## config.mk

```make
export PLATFORM = sky130hd
export DESIGN_NAME = fifo_read_ctrl_flat
export DESIGN_NICKNAME = d
export VERILOG_FILES = /design/src/rtl/fifo_pkg.sv /design/src/rtl/fifo_read_ctrl_if.sv /design/src/rtl/fifo_read_out_stage.sv /design/src/rtl/fifo_read_ctrl.sv /design/src/flat_wrapper.sv
export SDC_FILE = /design/constraint.sdc
export NUM_CORES = 1
export LEC_CHECK = 0
export BUFFER_PORTS_ARGS = -buffer_cell sky130_fd_sc_hd__buf_4
export CAP_MARGIN = 15
export CORE_ASPECT_RATIO = 0.75
export CORE_UTILIZATION = 52
export CTS_CLUSTER_SIZE = 24
export DETAILED_ROUTE_END_ITERATION = 12
export GPL_TIMING_DRIVEN = 0
export PLACE_DENSITY = 0.83
export SETUP_SLACK_MARGIN = 0.3
export SYNTH_ARGS = -nofsm -noshare
export SYNTH_HDL_FRONTEND = slang
export SYNTH_SLANG_ARGS = --single-unit
```

## constraint.sdc

```tcl
create_clock -name read_clk -period 7.1 [get_ports read_clk]
set_input_delay 1.065 -clock read_clk [delete_from_list [all_inputs] [get_ports read_clk]]
set_output_delay 1.065 -clock read_clk [all_outputs]
set_load 0.02 [all_outputs]
```

## src/rtl/fifo_pkg.sv

```systemverilog
// Shared FIFO definitions: depth computation, Gray/binary conversion and the
// read output-stage state type. Used by both pointer domains and the memory.
package fifo_pkg;

    // Widest pointer the conversion helpers handle; narrower pointers are
    // zero-extended on the way in and truncated on the way out.
    localparam int unsigned GRAY_MAX_W = 32;

    typedef logic [GRAY_MAX_W-1:0] gray_word_t;

    // Read output stage: EMPTY holds nothing, HOLD presents a valid word.
    typedef enum logic {
        OUT_EMPTY = 1'b0,
        OUT_HOLD  = 1'b1
    } out_state_e;

    // Number of memory words addressed by an address_bits-wide address.
    function automatic int unsigned fifo_depth(input int unsigned address_bits);
        return 32'd1 << address_bits;
    endfunction

    // Binary to Gray for any width up to GRAY_MAX_W (upper bits zero).
    function automatic gray_word_t bin2gray(input gray_word_t bin);
        return bin ^ (bin >> 1);
    endfunction

    // Gray to binary for any width up to GRAY_MAX_W (upper bits zero):
    // each binary bit is the XOR of all Gray bits at or above it.
    function automatic gray_word_t gray2bin(input gray_word_t gray);
        gray_word_t bin;
        bin[GRAY_MAX_W-1] = gray[GRAY_MAX_W-1];
        for (int i = GRAY_MAX_W - 2; i >= 0; i--) begin
            bin[i] = bin[i+1] ^ gray[i];
        end
        return bin;
    endfunction

endpackage

```

## src/rtl/fifo_read_ctrl_if.sv

```systemverilog
// Read-side bundle of the async FIFO: synchronized write pointer in, memory
// address/data, Gray read pointer out, status flags and the consumer handshake.
interface fifo_read_ctrl_if #(
    parameter int DATASIZE     = 8,
    parameter int ADDRESS_BITS = 4
);
    logic [ADDRESS_BITS:0]   sync_write_ptr;
    logic [ADDRESS_BITS-1:0] read_addr;
    logic [DATASIZE-1:0]     mem_read_data;
    logic [ADDRESS_BITS:0]   read_ptr;
    logic                    read_empty;
    logic                    read_almost_empty;
    logic [ADDRESS_BITS:0]   read_level;
    logic [DATASIZE-1:0]     read_data;
    logic                    read_valid;
    logic                    read_ready;

    // Controller side.
    modport master (
        input  sync_write_ptr, mem_read_data, read_ready,
        output read_addr, read_ptr, read_empty, read_almost_empty,
               read_level, read_data, read_valid
    );

    // Memory, synchronizer and consumer side.
    modport slave (
        output sync_write_ptr, mem_read_data, read_ready,
        input  read_addr, read_ptr, read_empty, read_almost_empty,
               read_level, read_data, read_valid
    );
endinterface

```

## src/rtl/fifo_read_out_stage.sv

```systemverilog
// Registered valid/ready output stage: captures the memory word on every pop
// and presents it until the consumer takes it.
module fifo_read_out_stage
    import fifo_pkg::*;
#(
    parameter int DATASIZE = 8
) (
    input  logic                read_clk,
    input  logic                read_rst,
    input  logic                pop,
    input  logic                read_ready,
    input  logic [DATASIZE-1:0] mem_read_data,
    output logic [DATASIZE-1:0] read_data,
    output logic                read_valid
);

    out_state_e state;

    // Load on pop (EMPTY->HOLD or HOLD->HOLD), release on a take without pop.
    always_ff @(posedge read_clk) begin
        // NOTE: state registers use non-blocking assignments so every flop
        // samples pre-edge values regardless of statement order.
        if (read_rst) begin
            state     <= OUT_EMPTY;
            // NOTE: the data register is reset too, so a discarded word never
            // reappears on read_data after a mid-stream reset.
            read_data <= '0;
        end else if (pop) begin
            state     <= OUT_HOLD;
            read_data <= mem_read_data;
        end else if (state == OUT_HOLD && read_ready) begin
            state     <= OUT_EMPTY;
        end
    end

    assign read_valid = (state == OUT_HOLD);

endmodule

```

## src/rtl/fifo_read_ctrl.sv

```systemverilog
// Read-domain controller of the async FIFO: binary/Gray read pointers, memory
// address, empty/almost-empty/level flags and the registered output stage.
module fifo_read_ctrl
    import fifo_pkg::*;
#(
    parameter int DATASIZE           = 8,
    parameter int ADDRESS_BITS       = 4,
    parameter int ALMOST_EMPTY_LEVEL = 2
) (
    input  logic              read_clk,
    input  logic              read_rst,
    fifo_read_ctrl_if.master  rif
);

    localparam int          PW    = ADDRESS_BITS + 1;
    localparam int unsigned DEPTH = fifo_depth(ADDRESS_BITS);
    // A threshold above DEPTH would make the flag constant; clamp it.
    localparam int unsigned AE_LEVEL =
        (ALMOST_EMPTY_LEVEL > int'(DEPTH)) ? DEPTH : ALMOST_EMPTY_LEVEL;
    localparam logic [PW-1:0] AE_THRESH = PW'(AE_LEVEL);

    logic [PW-1:0] rbin;
    logic [PW-1:0] rbin_next;
    logic [PW-1:0] rgray_next;
    logic [PW-1:0] wbin;
    logic [PW-1:0] level_next;
    logic          pop;

    // A word leaves memory whenever one is there and the stage can take it.
    assign pop        = !rif.read_empty && (!rif.read_valid || rif.read_ready);
    assign rbin_next  = rbin + PW'(pop);
    assign rgray_next = PW'(bin2gray(gray_word_t'(rbin_next)));
    assign wbin       = PW'(gray2bin(gray_word_t'(rif.sync_write_ptr)));
    // The extra pointer MSB makes the modular difference cover 0..DEPTH.
    assign level_next = wbin - rbin_next;

    assign rif.read_addr = rbin[ADDRESS_BITS-1:0];

    // Pointer and flag registers, all computed from the post-pop pointer so
    // the last pop raises read_empty at the same edge.
    always_ff @(posedge read_clk) begin
        if (read_rst) begin
            rbin                  <= '0;
            rif.read_ptr          <= '0;
            rif.read_empty        <= 1'b1;
            rif.read_almost_empty <= 1'b1;
            rif.read_level        <= '0;
        end else begin
            rbin                  <= rbin_next;
            rif.read_ptr          <= rgray_next;
            rif.read_empty        <= (rgray_next == rif.sync_write_ptr);
            rif.read_almost_empty <= (level_next <= AE_THRESH);
            rif.read_level        <= level_next;
        end
    end

    fifo_read_out_stage #(
        .DATASIZE (DATASIZE)
    ) u_out_stage (
        .read_clk      (read_clk),
        .read_rst      (read_rst),
        .pop           (pop),
        .read_ready    (rif.read_ready),
        .mem_read_data (rif.mem_read_data),
        .read_data     (rif.read_data),
        .read_valid    (rif.read_valid)
    );

endmodule

```

## src/flat_wrapper.sv

```systemverilog
// flat-port wrapper written by rule: the top's interface ports become plain ports
module fifo_read_ctrl_flat import fifo_pkg::*;
#(
    parameter int DATASIZE           = 8,
    parameter int ADDRESS_BITS       = 4,
    parameter int ALMOST_EMPTY_LEVEL = 2
)
  (read_clk, read_rst, rif_sync_write_ptr, rif_mem_read_data, rif_read_ready, rif_read_addr, rif_read_ptr, rif_read_empty, rif_read_almost_empty, rif_read_level, rif_read_data, rif_read_valid);
  fifo_read_ctrl_if #(.DATASIZE(DATASIZE), .ADDRESS_BITS(ADDRESS_BITS)) rif_i ();
  input  logic read_clk;
  input  logic read_rst;
  input wire logic [$bits(rif_i.sync_write_ptr)-1:0] rif_sync_write_ptr;
  input wire logic [$bits(rif_i.mem_read_data)-1:0] rif_mem_read_data;
  input wire logic [$bits(rif_i.read_ready)-1:0] rif_read_ready;
  output wire logic [$bits(rif_i.read_addr)-1:0] rif_read_addr;
  output wire logic [$bits(rif_i.read_ptr)-1:0] rif_read_ptr;
  output wire logic [$bits(rif_i.read_empty)-1:0] rif_read_empty;
  output wire logic [$bits(rif_i.read_almost_empty)-1:0] rif_read_almost_empty;
  output wire logic [$bits(rif_i.read_level)-1:0] rif_read_level;
  output wire logic [$bits(rif_i.read_data)-1:0] rif_read_data;
  output wire logic [$bits(rif_i.read_valid)-1:0] rif_read_valid;
  assign rif_i.sync_write_ptr = rif_sync_write_ptr;
  assign rif_i.mem_read_data = rif_mem_read_data;
  assign rif_i.read_ready = rif_read_ready;
  assign rif_read_addr = rif_i.read_addr;
  assign rif_read_ptr = rif_i.read_ptr;
  assign rif_read_empty = rif_i.read_empty;
  assign rif_read_almost_empty = rif_i.read_almost_empty;
  assign rif_read_level = rif_i.read_level;
  assign rif_read_data = rif_i.read_data;
  assign rif_read_valid = rif_i.read_valid;
  fifo_read_ctrl #(.DATASIZE(DATASIZE), .ADDRESS_BITS(ADDRESS_BITS), .ALMOST_EMPTY_LEVEL(ALMOST_EMPTY_LEVEL)) u_core (.read_clk(read_clk), .read_rst(read_rst), .rif(rif_i));
endmodule
```

### Yosys cells after proc, flatten, opt, wreduce, memory -nomap -nowiden

Index checks and enable logic that the tools add are counted.

| cells by class | value |
|---|---|
| add/sub/neg operators | 2 |
| bitwise operators | 5 |
| $lt $le $gt $ge | 1 |
| mux-type cells | 2 |
| shift operators | 0 |
| reduce and logical (&&, ||, !) cells | 6 |
| multipliers | 0 |
| eq/ne operators | 1 |
| divide/modulo/power cells | 0 |

Operators with widths:

| operator | count |
|---|---|
| adder 5 x 1 -> 5 bit | 1 |
| equality test 5 bit | 1 |
| less-or-equal comparator 5 x 2 -> 1 bit, second input constant | 1 |
| subtractor 5 bit | 1 |
| bitwise XOR 5 x 4 -> 5 bit | 1 |
| bitwise XOR 1 bit | 4 |
| logical AND 1 bit | 2 |
| logical NOT 1 bit | 2 |
| two-way mux 1 bit | 2 |
| nonzero test 2 bit | 1 |
| logical OR 1 bit | 1 |

| word-level totals | value |
|---|---|
| latch bits | 0 |
| input bits | 16 |
| output and inout port bits | 25 |
| logic and storage cells | 24 |
| memory bits (read-only) | 0 |
| memories | 0 |
| register bits | 26 |
| memory bits (writable) | 0 |

### Longest topological paths before layout

Gate-level depths: netlist (run 1).

| depth | value |
|---|---|
| depth after elaboration | 6 |
| gate-level depth with buffers | 12 |
| mapped depth without buffers | 11 |

### By module

From an unflattened synthesis (run 1), not the netlist that was laid out.

| second synthesis, totals | value |
|---|---|
| cells, all modules | 121 |
| area, all modules | 1221.2 um^2 |

Modules (own cells, without submodules):

| module | cells each | times used | sequential area each (um^2) | area an instance (um^2) |
|---|---|---|---|---|
| fifo_read_ctrl | 91 | 1 | 320.3 | 899.6 |
| fifo_read_out_stage | 30 | 1 | 180.2 | 321.6 |

### Least setup slack after synthesis (run 1)

Ideal clock, no wire load.

| timing path | value |
|---|---|
| path type | input-to-reg |
| start | in rif_read_ready |
| end | reg u_core.rif.read_almost_empty |
| setup time | 0.116 ns |
| buffers on the path | 1 |
| data required time | 6.984 ns |
| arrival time | 3.587 ns |
| setup slack | 3.397 ns |
| cell stages on the path | 12 |
| cell sequence | nand2b_1 -> nor2b_1 -> clkbuf_1 -> ha_1 -> ha_1 -> xnor2_1 -> xnor2_1 -> ha_1 -> o21bai_2 -> and4_2 -> or3_1 -> a41o_1 |

| between the ends | value |
|---|---|
| cells in the longest elaborated chain, start to end | 5 |

Ends and longest elaborated chain:

| element | line | source |
|---|---|---|
| start: declaration | flat_wrapper.sv:14 | `input wire logic [$bits(rif_i.read_ready)-1:0] rif_read_ready;` |
| logical OR 1 bit | fifo_read_ctrl.sv:30 | `assign pop = !rif.read_empty && (!rif.read_valid \|\| rif.read_ready);` |
| logical AND 1 bit | fifo_read_ctrl.sv:30 |  |
| named net u_core.pop | fifo_read_ctrl.sv:27 | `logic pop;` |
| adder 5 x 1 -> 5 bit | fifo_read_ctrl.sv:31 | `assign rbin_next = rbin + PW'(pop);` |
| subtractor 5 bit | fifo_read_ctrl.sv:35 | `assign level_next = wbin - rbin_next;` |
| less-or-equal comparator 5 x 2 -> 1 bit | fifo_read_ctrl.sv:52 | `rif.read_almost_empty <= (level_next <= AE_THRESH);` |
| end signal: assignment | fifo_read_ctrl.sv:52 |  |
| end: declaration | fifo_read_ctrl_if.sv:21 | `output read_addr, read_ptr, read_empty, read_almost_empty,` |

The timed path passes the listed nets, and every way through them passes these cells.
A chain may end at the register's enable or synchronous reset.

### Final worst setup path (run 1)

Ends and elaborated chain as after synthesis.

==> results of run 1 <==
-- kinds of logic (layout without fill, tap and decap cells) --
family          Yosys count  in the layout  share of synthesized area (%)
compound gates           13             13                           8.19
xor+xnor                 23             23                           19.3
fa+ha+maj                 7              7                           7.54
buf+inv                   5             49                           1.62
flops                    25             25                           43.1
mux                       8              8                           6.90
simple gates             32             32                           13.4
-- cell type report --
type	instances	area [µm²]	share of cell area, %
well taps	24	30.0	1.98
clock inverters	1	5.00	0.329
multi-input cells	83	642	42.3
flip-flops and latches	25	500	32.9
clock buffers	3	22.5	1.48
repair buffers	40	300	19.8
plain buffers	3	11.3	0.741
inverters	2	7.51	0.494
-- flip-flops by register name, indices dropped and copies added, names as in the netlist --
name                           count
u_core.u_out_stage.read_data       8
u_core.rbin                        5
u_core.rif.read_level              5
u_core.rif.read_ptr                4
u_core.rif.read_almost_empty       1
u_core.rif.read_empty              1
u_core.u_out_stage.read_valid      1
-- power by group through the flow --
stage          combinational (mW)  clock, mW  sequential [mW]
5_1_grt                     0.142     0.0701            0.164
2_1_floorplan              0.0633          0            0.186
4_1_cts                     0.131     0.0643            0.163
6_report                    0.130     0.0612            0.163
3_5_place_dp                0.130          0            0.166
3_3_place_gp                0.125          0            0.165
-- synthesized netlist by cell type (all sizes together) --
| library cell | n | share of area [%] |
|---|---|---|
| a2111oi | 1 | 0.75 |
| nand3 | 3 | 1.3 |
| xnor2 | 11 | 8.3 |
| nor2 | 18 | 5.8 |
| xnor3 | 1 | 2.0 |
| o21ai | 2 | 0.86 |
| a21bo | 1 | 0.86 |
| dfxtp | 25 | 43 |
| nor2b | 5 | 2.7 |
| ha | 7 | 7.5 |
| nand4 | 1 | 0.54 |
| and2 | 1 | 0.54 |
| a21oi | 3 | 1.3 |
| and4 | 1 | 0.86 |
| clkbuf | 3 | 0.97 |
| a31oi | 1 | 0.54 |
| o31ai | 1 | 0.65 |
| xor2 | 11 | 8.9 |
| nand2b | 2 | 1.1 |
| o2bb2ai | 1 | 0.75 |
| o21bai | 2 | 1.6 |
| inv | 2 | 0.65 |
| or3 | 1 | 0.54 |
| a41o | 1 | 0.86 |
| mux2i | 8 | 6.9 |
-- metal layers --
layer  vias to the layer above  GRT usage, %
met5                         -             0
met3                         3          7.62
met1                       449          25.0
li1                        469             -
met2                        33          38.8
met4                         0          4.39
-- worst reg2reg max path: stages (launching register included) --
cell	delay, ns
dfxtp_1	0.34
nand2b_1	0.09
nor2b_1	0.12
clkbuf_1	0.51
ha_1	0.29
ha_1	0.27
xnor2_1	0.19
xnor2_1	0.12
ha_1	0.20
o21bai_2	0.21
and4_2	0.24
or3_1	0.39
a41o_1	0.20
-- path summary, 6_finish.rpt --
check	start	end
setup / recovery	rif_read_ready	u_core.rif.read_almost_empty
setup reg to reg	u_core.u_out_stage.read_valid	u_core.rif.read_almost_empty
hold / removal	u_core.rif.read_empty	u_core.u_out_stage.read_valid
hold reg to reg	u_core.rif.read_empty	u_core.u_out_stage.read_valid
-- layout by cell type (no fill, tap or decap), drive strengths merged, types with 2 or more instances in the layout --
cell,instances
o21bai,2
nor2,18
a21oi,3
dfxtp,25
inv,2
nand2b,2
clkbuf,6
xor2,11
nand3,3
buf,40
nor2b,5
o21ai,2
ha,7
mux2i,8
xnor2,11
==> qor.yml, run 1 <==
status: "completed"
power.internal_mw: 0.238
wire_per_inst_um: 13.3
hold_viol_final: 0
post-route-period-util_pct: 53.2
first_global_vias: 918
placed_area_um2: 1490
die_y_um: 42.9
yosys_warnings: 0
io_buffers: 40
cts_tree: "done"
power_frac_clock_pct: 17.3
syn_avg_cell_area_um2: 10.3
die_area_um2: 2430
htreeDepth: 1
synthesis.area_um2: 1160
via_count: 954
critical_path.top_delay_family: "simple AND/OR/NAND/NOR gates"
grt_use_total_pct: 21.6
viasPerCell: 5.27
fmax_mhz: 265
power_density_nw_per_um2: 233
drv_slew: 0
crit_type: "in -> reg"
power_switching_mw: 0.117
routed_wl_mm: 2.41
finalHoldWorstSlack_ns: 0.480
tightest_slew_ns: 0.654
reg2reg_setup_slack_ns: 3.84
grt_setup_unrepaired: "false"
maxCapViolations: 0
drtAntennaViolNets: 0
crit_path_max_incr_delay_ns: 0.51
final_cell_area_um2: 1520
synthDistinctLibCells: 27
clk_path_buf_depth: 2
tns_ns: 0
n_fill_cell: 164
num_rows: 14
clock_sinks: 25
antenna_found_initial: 0
reg2reg_depth: 12
die_w_um: 56.6
holdBufCountCts: 0
wl_met1_mm: 1.01
startpoint_type: "input pin"
swShare_pct: 32.9
cp_max_fo: 10
setup_slack_ns: 3.32
ir_drop_mv: 0.225
layout.cells.non_filler: 181
critPathSlowestCell: "clkbuf_1"
required_ns: 7.32
cpMostUsedCell: "ha_1"
ctsResizeCount: 0
p_seq_share_pct: 46.0
endpoint_kind: "flop"
placed_cells: 177
top_layer_used: "met4"
syn_inst: 113
core_um2: 2050
wl_met2_mm: 1.23
setup_viol: 0
p_comb_share_pct: 36.7
ys_ff_latch: 25
drive_above_1_share_pct: 31.2
overflow: 0
synth_seq_area_share_pct: 43.1
ioPinCount: 41
diodes: 0
nNetsFinal: 181
power_mw: 0.354
relSlewSlack_pct: 56.4
hold_class: "reg -> reg"
cts_made_buffers: 3
cp_num_buf_inv: 2
syn_to_final_growth_pct: 30.8
utilization_pct: 74.1
worstSkewPairLatency_ns: 0.31
drc: 0
met3WireLength_um: 169
crit_cells: 13
clock_skew_ns: 0.000686
drt_iter0_markers: 23
start_util_pct: 56.7
crit_chain: "buf_4 -> nand2b_1 -> nor2b_1 -> clkbuf_1 -> ha_1 -> ha_1 -> xnor2_1 -> xnor2_1 -> ha_1 -> o21bai_2 -> and4_2 -> or3_1 -> a41o_1"
grt_pass1_wl_mm: 3.98
clockRootBuffer: "clkbuf_4"
dr.pass1.iters: 4
cts_setup_buffers: 0
clk_pin_slew_ns: 0.13
min_period_ns: 3.78
holdPathStages: 1
dp_slack_ns: 2.99
hpwl_mm: 1.91
crit_arrival_ns: 4.00
grt_max_degree: 15
gp_congestion: 0.779
synth_nets: 136
leakagePower_nw: 0.710
No activity file was read; power rests on OpenSTA's default activity.
==> run 2, diff against run 1 <==
--- a/config.mk
+++ b/config.mk
@@ -5,14 +5,15 @@
 export SDC_FILE = /design/constraint.sdc
 export NUM_CORES = 1
 export LEC_CHECK = 0
+export ABC_AREA = 1
 export BUFFER_PORTS_ARGS = -buffer_cell sky130_fd_sc_hd__buf_4
 export CAP_MARGIN = 15
 export CORE_ASPECT_RATIO = 0.75
-export CORE_UTILIZATION = 52
+export CORE_UTILIZATION = 44
 export CTS_CLUSTER_SIZE = 24
 export DETAILED_ROUTE_END_ITERATION = 12
 export GPL_TIMING_DRIVEN = 0
-export PLACE_DENSITY = 0.83
+export PLACE_DENSITY = 0.74
 export SETUP_SLACK_MARGIN = 0.3
 export SYNTH_ARGS = -nofsm -noshare
 export SYNTH_HDL_FRONTEND = slang
==> constraint.sdc (replaced) <==
create_clock -name read_clk -period 3.2 [get_ports read_clk]
set_input_delay 0.48 -clock read_clk [delete_from_list [all_inputs] [get_ports read_clk]]
set_output_delay 0.48 -clock read_clk [all_outputs]
set_load 0.02 [all_outputs]
==> run 2 against run 1 <==
  * Non-clock buffer count decreased by 1
  * Largest power group unchanged
  * Register-to-register slack worse by 3.2 ns
  * Sequential cell count stayed put
  * Via count rose by 14%
  * First-iteration DRC count grew 65%
  * Synthesized area rose by 2.6%
  * Sequential share of layout area shrank 0.95 points
  * Highest routed layer unchanged
  * Cell area increased by 3.0%
  * Sequential power increased by 120%
==> qor.yml, run 2 <==
drtAntennaViolNets: 0  # unchanged
synth_ff_type: "dfxtp_1"
syn_to_final_growth_pct: 31.3
synthDistinctLibCells: 19  # -30%
finalHoldWorstSlack_ns: 0.362  # -0.118 ns
diodes: 0  # unchanged
syn_avg_cell_area_um2: 7.59  # -26%
die_area_um2: 2920  # +20%
clockRootBuffer: "clkbuf_4"
layout.cells.non_filler: 235  # +30%
holdBufCountCts: 0  # unchanged
grt_pass1_wl_mm: 3.97  # -0.18%
post-synth-top-area-cell: "dfxtp_1"
hold_class: "in -> reg"
cts_setup_buffers: 0  # unchanged
yosys_warnings: 0  # unchanged
final_cell_area_um2: 1560  # +3.0%
placed_cells: 231  # +31%
required_ns: 3.43  # -3.89 ns
start_util_pct: 49.2  # -7.5 points
placed_area_um2: 1530  # +2.9%
htreeDepth: 1  # unchanged
tns_ns: 0  # unchanged
hold_viol_final: 0  # unchanged
clock_sinks: 25  # unchanged
maxCapViolations: 0  # unchanged
syn_inst: 157  # +39%
synth_seq_area_share_pct: 42.0  # -1.1 points
wire_per_inst_um: 11.1  # -17%
grt_use_total_pct: 19.3  # -2.3 points
power_density_nw_per_um2: 480  # +110%
n_fill_cell: 219  # +34%
clk_pin_slew_ns: 0.12  # about the same
setup_viol: 0  # unchanged
ir_drop_mv: 0.270  # +20%
ys_ff_latch: 25  # unchanged
reg_top3: "u_core.u_out_stage.read_data x8, u_core.rbin x5, u_core.rif.read_level x5"
leakagePower_nw: 0.817  # +15%
drt_iter0_markers: 38  # +65%
gp_congestion: 0.815  # +4.6%
synthesis.area_um2: 1190  # +2.6%
synthArstFlopShare_pct: 0  # unchanged
via_count: 1087  # +14%
cts_made_buffers: 3  # unchanged
tightest_slew_ns: 0.491  # -0.164 ns
viasPerCell: 4.63  # -12%
synth.most_common_cell: "nor2_1"
relSlewSlack_pct: 67.3  # +11 points
setup_slack_ns: 0.679  # -2.64 ns
clk_path_buf_depth: 2  # unchanged
synth_commonest_cells: "33 x nor2_1, 25 x dfxtp_1, 22 x nand2_1, 20 x inv_1, 13 x nand3_1"
die_w_um: 62.1  # +9.7%
crit_type: "reg -> reg"
drive_above_1_share_pct: 25.9  # -5.3 points
worstSkewPairLatency_ns: 0.31  # about the same
fmax_mhz: 397
ctsResizeCount: 0  # unchanged
endpoint_kind: "flop"
post-route-period-util_pct: 78.8
io_buffers: 40  # unchanged
drv_slew: 0  # unchanged
startpoint_type: "flop"
ioPinCount: 41  # unchanged
dp_slack_ns: 0.162  # -2.83 ns
routed_wl_mm: 2.61  # +8.3%
synth_edf_count: 0  # unchanged
final_cell_mix: "40 x buf_4, 33 x nor2_1, 25 x dfxtp_1"
nNetsFinal: 225  # +24%
synth_nets: 180  # +32%
crit_arrival_ns: 2.75  # -1.25 ns
first_global_vias: 977  # +6.4%
final_common_cell: "buf_4"
drc: 0  # unchanged
min_period_ns: 2.52
num_rows: 15  # +1
die_y_um: 47.1  # +9.6%
core_um2: 2420  # +18%
grt_max_degree: 14  # -1
synth_top_cell_area_share_pct: 42.0  # -1.1 points
antenna_found_initial: 0  # unchanged
synth.area.top_cells: "dfxtp_1 42%, nor2_1 10%, xor2_1 8.8%, ha_1 7.4%, nand2_1 6.9%"
cp_max_fo: 11  # +1
hpwl_mm: 2.11  # +11%
cts_tree: "done"
largest_reg_flops: 8  # unchanged
grt_setup_unrepaired: "false"
clock_skew_ns: 0.00335  # +0.00267 ns
largest-register: "u_core.u_out_stage.read_data"
overflow: 0  # unchanged
dr.pass1.iters: 4  # unchanged
status: "completed"
==> run 2: cell count changes after synthesis, moves of 5 or more <==
| cell | previous run | this run |
|---|---|---|
| xnor2_1 | 11 | 1 |
| o21ai_0 | 2 | 8 |
| nand2_1 | 0 | 22 |
| nor2b_1 | 5 | 0 |
| mux2i_1 | 8 | 0 |
| nand3_1 | 3 | 13 |
| nor2_1 | 18 | 33 |
| inv_1 | 2 | 20 |
==> run 2: report_power, final <==
part / total (mW) / leakage, nW / internal, mW / switching, mW
logic: 0.256 / 0.595 / 0.105 / 0.152
registers: 0.358 / 0.207 / 0.345 / 0.0137
clock network: 0.137 / 0.0150 / 0.0488 / 0.0883
total: 0.751 / 0.817 / 0.498 / 0.254
==> run 2: cells by family (layout without fill, tap and decap cells) <==
family	Yosys count	count (layout)	share of synthesized area (%)
AND/OR/NAND/NOR	73	73	26.1
flip-flops	25	25	42.0
buffers and inverters	25	69	7.88
AO/OA/AOI/OAI	13	13	5.78
adder cells (fa/ha/maj)	7	7	7.35
XOR/XNOR	14	14	10.9
==> run 2: worst paths after layout <==
path	startpoint	endpoint	slack, ns	cells after the start
worst max-delay path	u_core.u_out_stage.read_valid	u_core.rif.read_almost_empty	0.68	14
worst min-delay path	read_rst	u_core.rif.read_level[4]	0.36	2
worst max register to register	u_core.u_out_stage.read_valid	u_core.rif.read_almost_empty	0.68	14
worst min register to register	u_core.rif.read_empty	u_core.u_out_stage.read_valid	0.50	1
==> run 2: worst max-delay path: stages, from the launching register on <==
cell and delay, ns:
dfxtp_1 0.35, a21oi_2 0.41, ha_1 0.29, nand3_1 0.11
or2_0 0.23, nand2_2 0.10, inv_1 0.07, ha_1 0.31
inv_1 0.06, nor2_1 0.09, nand2_1 0.08, nand2_1 0.07
nand2_1 0.06, a21oi_2 0.13, nor2_1 0.05
==> run 2: routing by layer <==
| layer | track usage [%] | part of all wire (%) | wire length [µm] |
|---|---|---|---|
| met3 | 4.41 | 4.8 | 125 |
| met2 | 33.8 | 49 | 1290 |
| met5 | 0 | 0 | 0 |
| met1 | 22.8 | 44 | 1150 |
| met4 | 8.89 | 1.9 | 49 |
==> run 2: area by class of cell <==
cell class	count	area, µm²	share of cell area, %
timing repair buffer	40	300	19.2
inverter	23	86.3	5.52
clock buffer	4	26.3	1.68
multi-input combinational	107	601	38.4
sequential	25	500	32.0
tap	34	42.5	2.72
buffer	2	7.51	0.480
==> run 2: metrics by stage <==
stage          total power [mW]  util, %
3_3_place_gp              0.612     63.4
2_1_floorplan             0.524        -
3_5_place_dp              0.620     63.4
4_1_cts                   0.758     64.4
6_report                  0.751     64.6
5_1_grt                   0.797     64.6
==> run 3, diff against run 2 <==
--- a/config.mk
+++ b/config.mk
@@ -5,15 +5,15 @@
 export SDC_FILE = /design/constraint.sdc
 export NUM_CORES = 1
 export LEC_CHECK = 0
-export ABC_AREA = 1
+export ABC_AREA = 0
 export BUFFER_PORTS_ARGS = -buffer_cell sky130_fd_sc_hd__buf_4
 export CAP_MARGIN = 15
 export CORE_ASPECT_RATIO = 0.75
-export CORE_UTILIZATION = 44
+export CORE_UTILIZATION = 43
 export CTS_CLUSTER_SIZE = 24
 export DETAILED_ROUTE_END_ITERATION = 12
 export GPL_TIMING_DRIVEN = 0
-export PLACE_DENSITY = 0.74
+export PLACE_DENSITY = 0.73
 export SETUP_SLACK_MARGIN = 0.3
 export SYNTH_ARGS = -nofsm -noshare
 export SYNTH_HDL_FRONTEND = slang
==> constraint.sdc (replaced) <==
create_clock -name read_clk -period 2.1 [get_ports read_clk]
set_input_delay 0.315 -clock read_clk [delete_from_list [all_inputs] [get_ports read_clk]]
set_output_delay 0.315 -clock read_clk [all_outputs]
set_load 0.02 [all_outputs]
==> run 3 against run 2 <==
  * The flow now finishes with violations (negative setup slack)
  * Critical path depth is 2 lower
  * Via count is 7.6% lower
  * Clock skew is 0.0035 ns higher
  * Cell area is 21% higher
  * Sequential cell count stayed put
  * Combinational power grew to 2.5 times the previous value
  * Critical endpoint unchanged
  * Utilization is 14 points higher
  * Non-clock buffer count is 12 higher
  * Sequential share of layout area is 5.4 points lower
  * Global-route usage is 2.2 points higher
  * Clock-buffer cell count stayed put
  * Hold slack worse by 0.15 ns
==> qor.yml, run 3 (synthesis gave the netlist of run 1 again) <==
syn_to_final_growth_pct: 63.3
utilization_pct: 78.3  # +14 points
ioPinCount: 41  # unchanged
critical_path.top_delay_family: "adder cells"
hold_class: "in -> reg"
crit_path_max_incr_delay_ns: 0.41  # about the same
wire_per_inst_um: 14.6  # +31%
nNetsFinal: 192  # -15%
holdBufCountCts: 0  # unchanged
grt_setup_unrepaired: "true"
finalHoldWorstSlack_ns: 0.210  # -0.152 ns
routed_wl_mm: 2.95  # +13%
ir_drop_mv: 0.590  # +120%
dp_slack_ns: -0.710  # -0.872 ns
num_rows: 15  # unchanged
final_cell_mix: "50 x buf_4, 24 x dfxtp_1, 18 x nor2_1"
viasPerCell: 4.97  # +7.5%
drc: 0  # unchanged
tns_ns: -1.23  # -1.23 ns
drv_slew: 0  # unchanged
crit_cells: 12  # -2
clk_path_buf_depth: 2  # unchanged
largest-register: "u_core.u_out_stage.read_data"
setup_viol: 5  # +5
worstSkewPairLatency_ns: 0.32  # about the same
required_ns: 2.34  # -1.09 ns
tightest_slew_ns: 0.508  # +0.0169 ns
holdPathStages: 2  # unchanged
power_density_nw_per_um2: 751  # +56%
clockRootBuffer: "clkbuf_4"
core_um2: 2420  # unchanged
drive_above_1_share_pct: 50.6  # +25 points
grt_pass1_wl_mm: 4.24  # +6.6%
largest_reg_flops: 8  # unchanged
gr-usage-met3_pct: 6.61  # +2.2 points
clock_sinks: 25  # unchanged
die_area_um2: 2910  # -0.26%
overflow: 0  # unchanged
clock_skew_ns: 0.00681  # +0.00346 ns
die_w_um: 62  # -0.13%
via_count: 1004  # -7.6%
reg2reg_depth: 12  # -2
crit_arrival_ns: 2.77  # +0.02 ns
antenna_found_initial: 0  # unchanged
clk_pin_slew_ns: 0.14  # +0.02 ns
grt_use_met2_pct: 39.8  # +6.0 points
hpwl_mm: 1.97  # -6.7%
post-route-period-util_pct: 121  # +42 points
fmax_mhz: 395  # -0.40%
startpoint_type: "flop"
min_period_ns: 2.53  # +0.0101 ns
placed_cells: 187  # -19%
critPathSlowestCell: "or3_4"
cp_num_buf_inv: 1  # -1
maxCapViolations: 0  # unchanged
leakagePower_nw: 0.834  # +2.1%
cpMostUsedCell: "ha_4"
start_util_pct: 48.0  # -1.2 points
dr.pass1.iters: 4  # unchanged
hold_viol_final: 0  # unchanged
grt_max_degree: 14  # unchanged
io_buffers: 40  # unchanged
htreeDepth: 1  # unchanged
grt_use_total_pct: 21.6  # +2.2 points
final_common_cell: "buf_4"
status: "finished with violations"
layout.cells.non_filler: 202  # -14%
drt_iter0_markers: 40  # +5.3%
busiest_layer: "met2"
relSlewSlack_pct: 66.2  # -1.1 points
cts_tree: "done"
drtAntennaViolNets: 0  # unchanged
die_y_um: 47  # -0.13%
use_met1_pct: 25.0  # +2.2 points
setup_slack_ns: -0.431  # -1.11 ns
first_global_vias: 934  # -4.4%
violations: "negative setup slack"
cts_made_buffers: 3  # unchanged
crit_type: "reg -> reg"
gp_congestion: 0.783  # -3.9%
cp_max_fo: 3  # -8
crit_chain: "nand2b_4 -> nor2b_4 -> clkbuf_16 -> ha_4 -> ha_4 -> xnor2_4 -> xnor2_2 -> ha_4 -> o21bai_4 -> a2111oi_4 -> or3_4 -> a41o_1"
endpoint_kind: "flop"
reg_top3: "u_core.u_out_stage.read_data x8, u_core.rbin x5, u_core.rif.read_level x5"
diodes: 0  # unchanged
[run 3: cell types whose count changed in the layout (fill, tap and decap cells not counted), sizes merged, moves of 5 or more]
cell / before / now
buf: 40 / 51
inv: 22 / 2
mux2i: 0 / 8
nand2: 24 / 0
nand3: 15 / 3
nor2: 33 / 18
nor2b: 0 / 5
o21ai: 9 / 2
xnor2: 2 / 11
[run 3: worst paths after layout]
check	start	end	slack, ns
worst max-delay path	u_core.u_out_stage.read_valid	u_core.rif.read_almost_empty	-0.43
worst min-delay path	read_rst	u_core.rif.read_level[1]	0.21
worst max register to register	u_core.u_out_stage.read_valid	u_core.rif.read_almost_empty	-0.43
worst min register to register	u_core.u_out_stage.read_data[6]	u_core.u_out_stage.read_data[6]	0.52
[run 3: per-layer routing]
metal | part of all wire, % | up-vias | routed length [µm]
met5 | 0 | - | 0
met4 | 0.47 | 0 | 14
met1 | 43 | 487 | 1280
met3 | 4.4 | 2 | 130
met2 | 52 | 29 | 1530
li1 | - | 486 | -
[run 3: metrics by stage]
step / instance area, µm² / power [mW]
after global placement: 1630 / 1.04
after global routing: 1900 / 1.48
after detailed placement: 1630 / 1.06
after floorplan: 1290 / 0.893
after CTS: 1800 / 1.38
final: 1900 / 1.42
[run 3: layout make-up]
| type | instances | area, µm² |
|---|---|---|
| buffer | 3 | 32.5 |
| clock buffer | 4 | 26.3 |
| fill | 168 | 526 |
| inverter | 2 | 7.51 |
| multi-input combinational | 83 | 896 |
| sequential | 25 | 504 |
| tap | 34 | 42.5 |
| timing repair buffer | 51 | 387 |
[run 3: repair_timing]
item                                    4_1_cts  5_1_grt
endpoints found under the setup margin        8        9
pin swaps                                    10        7
gates resized for setup                      14        8
setup buffers                                 6        5
endpoints found under the hold margin         0        0
[run 3: power by group]
| part | leakage, nW | internal [mW] | switching (mW) |
|---|---|---|---|
| Combinational | 0.613 | 0.339 | 0.306 |
| Sequential | 0.207 | 0.528 | 0.0310 |
| Clock | 0.0150 | 0.0745 | 0.146 |
| Total | 0.834 | 0.941 | 0.483 |
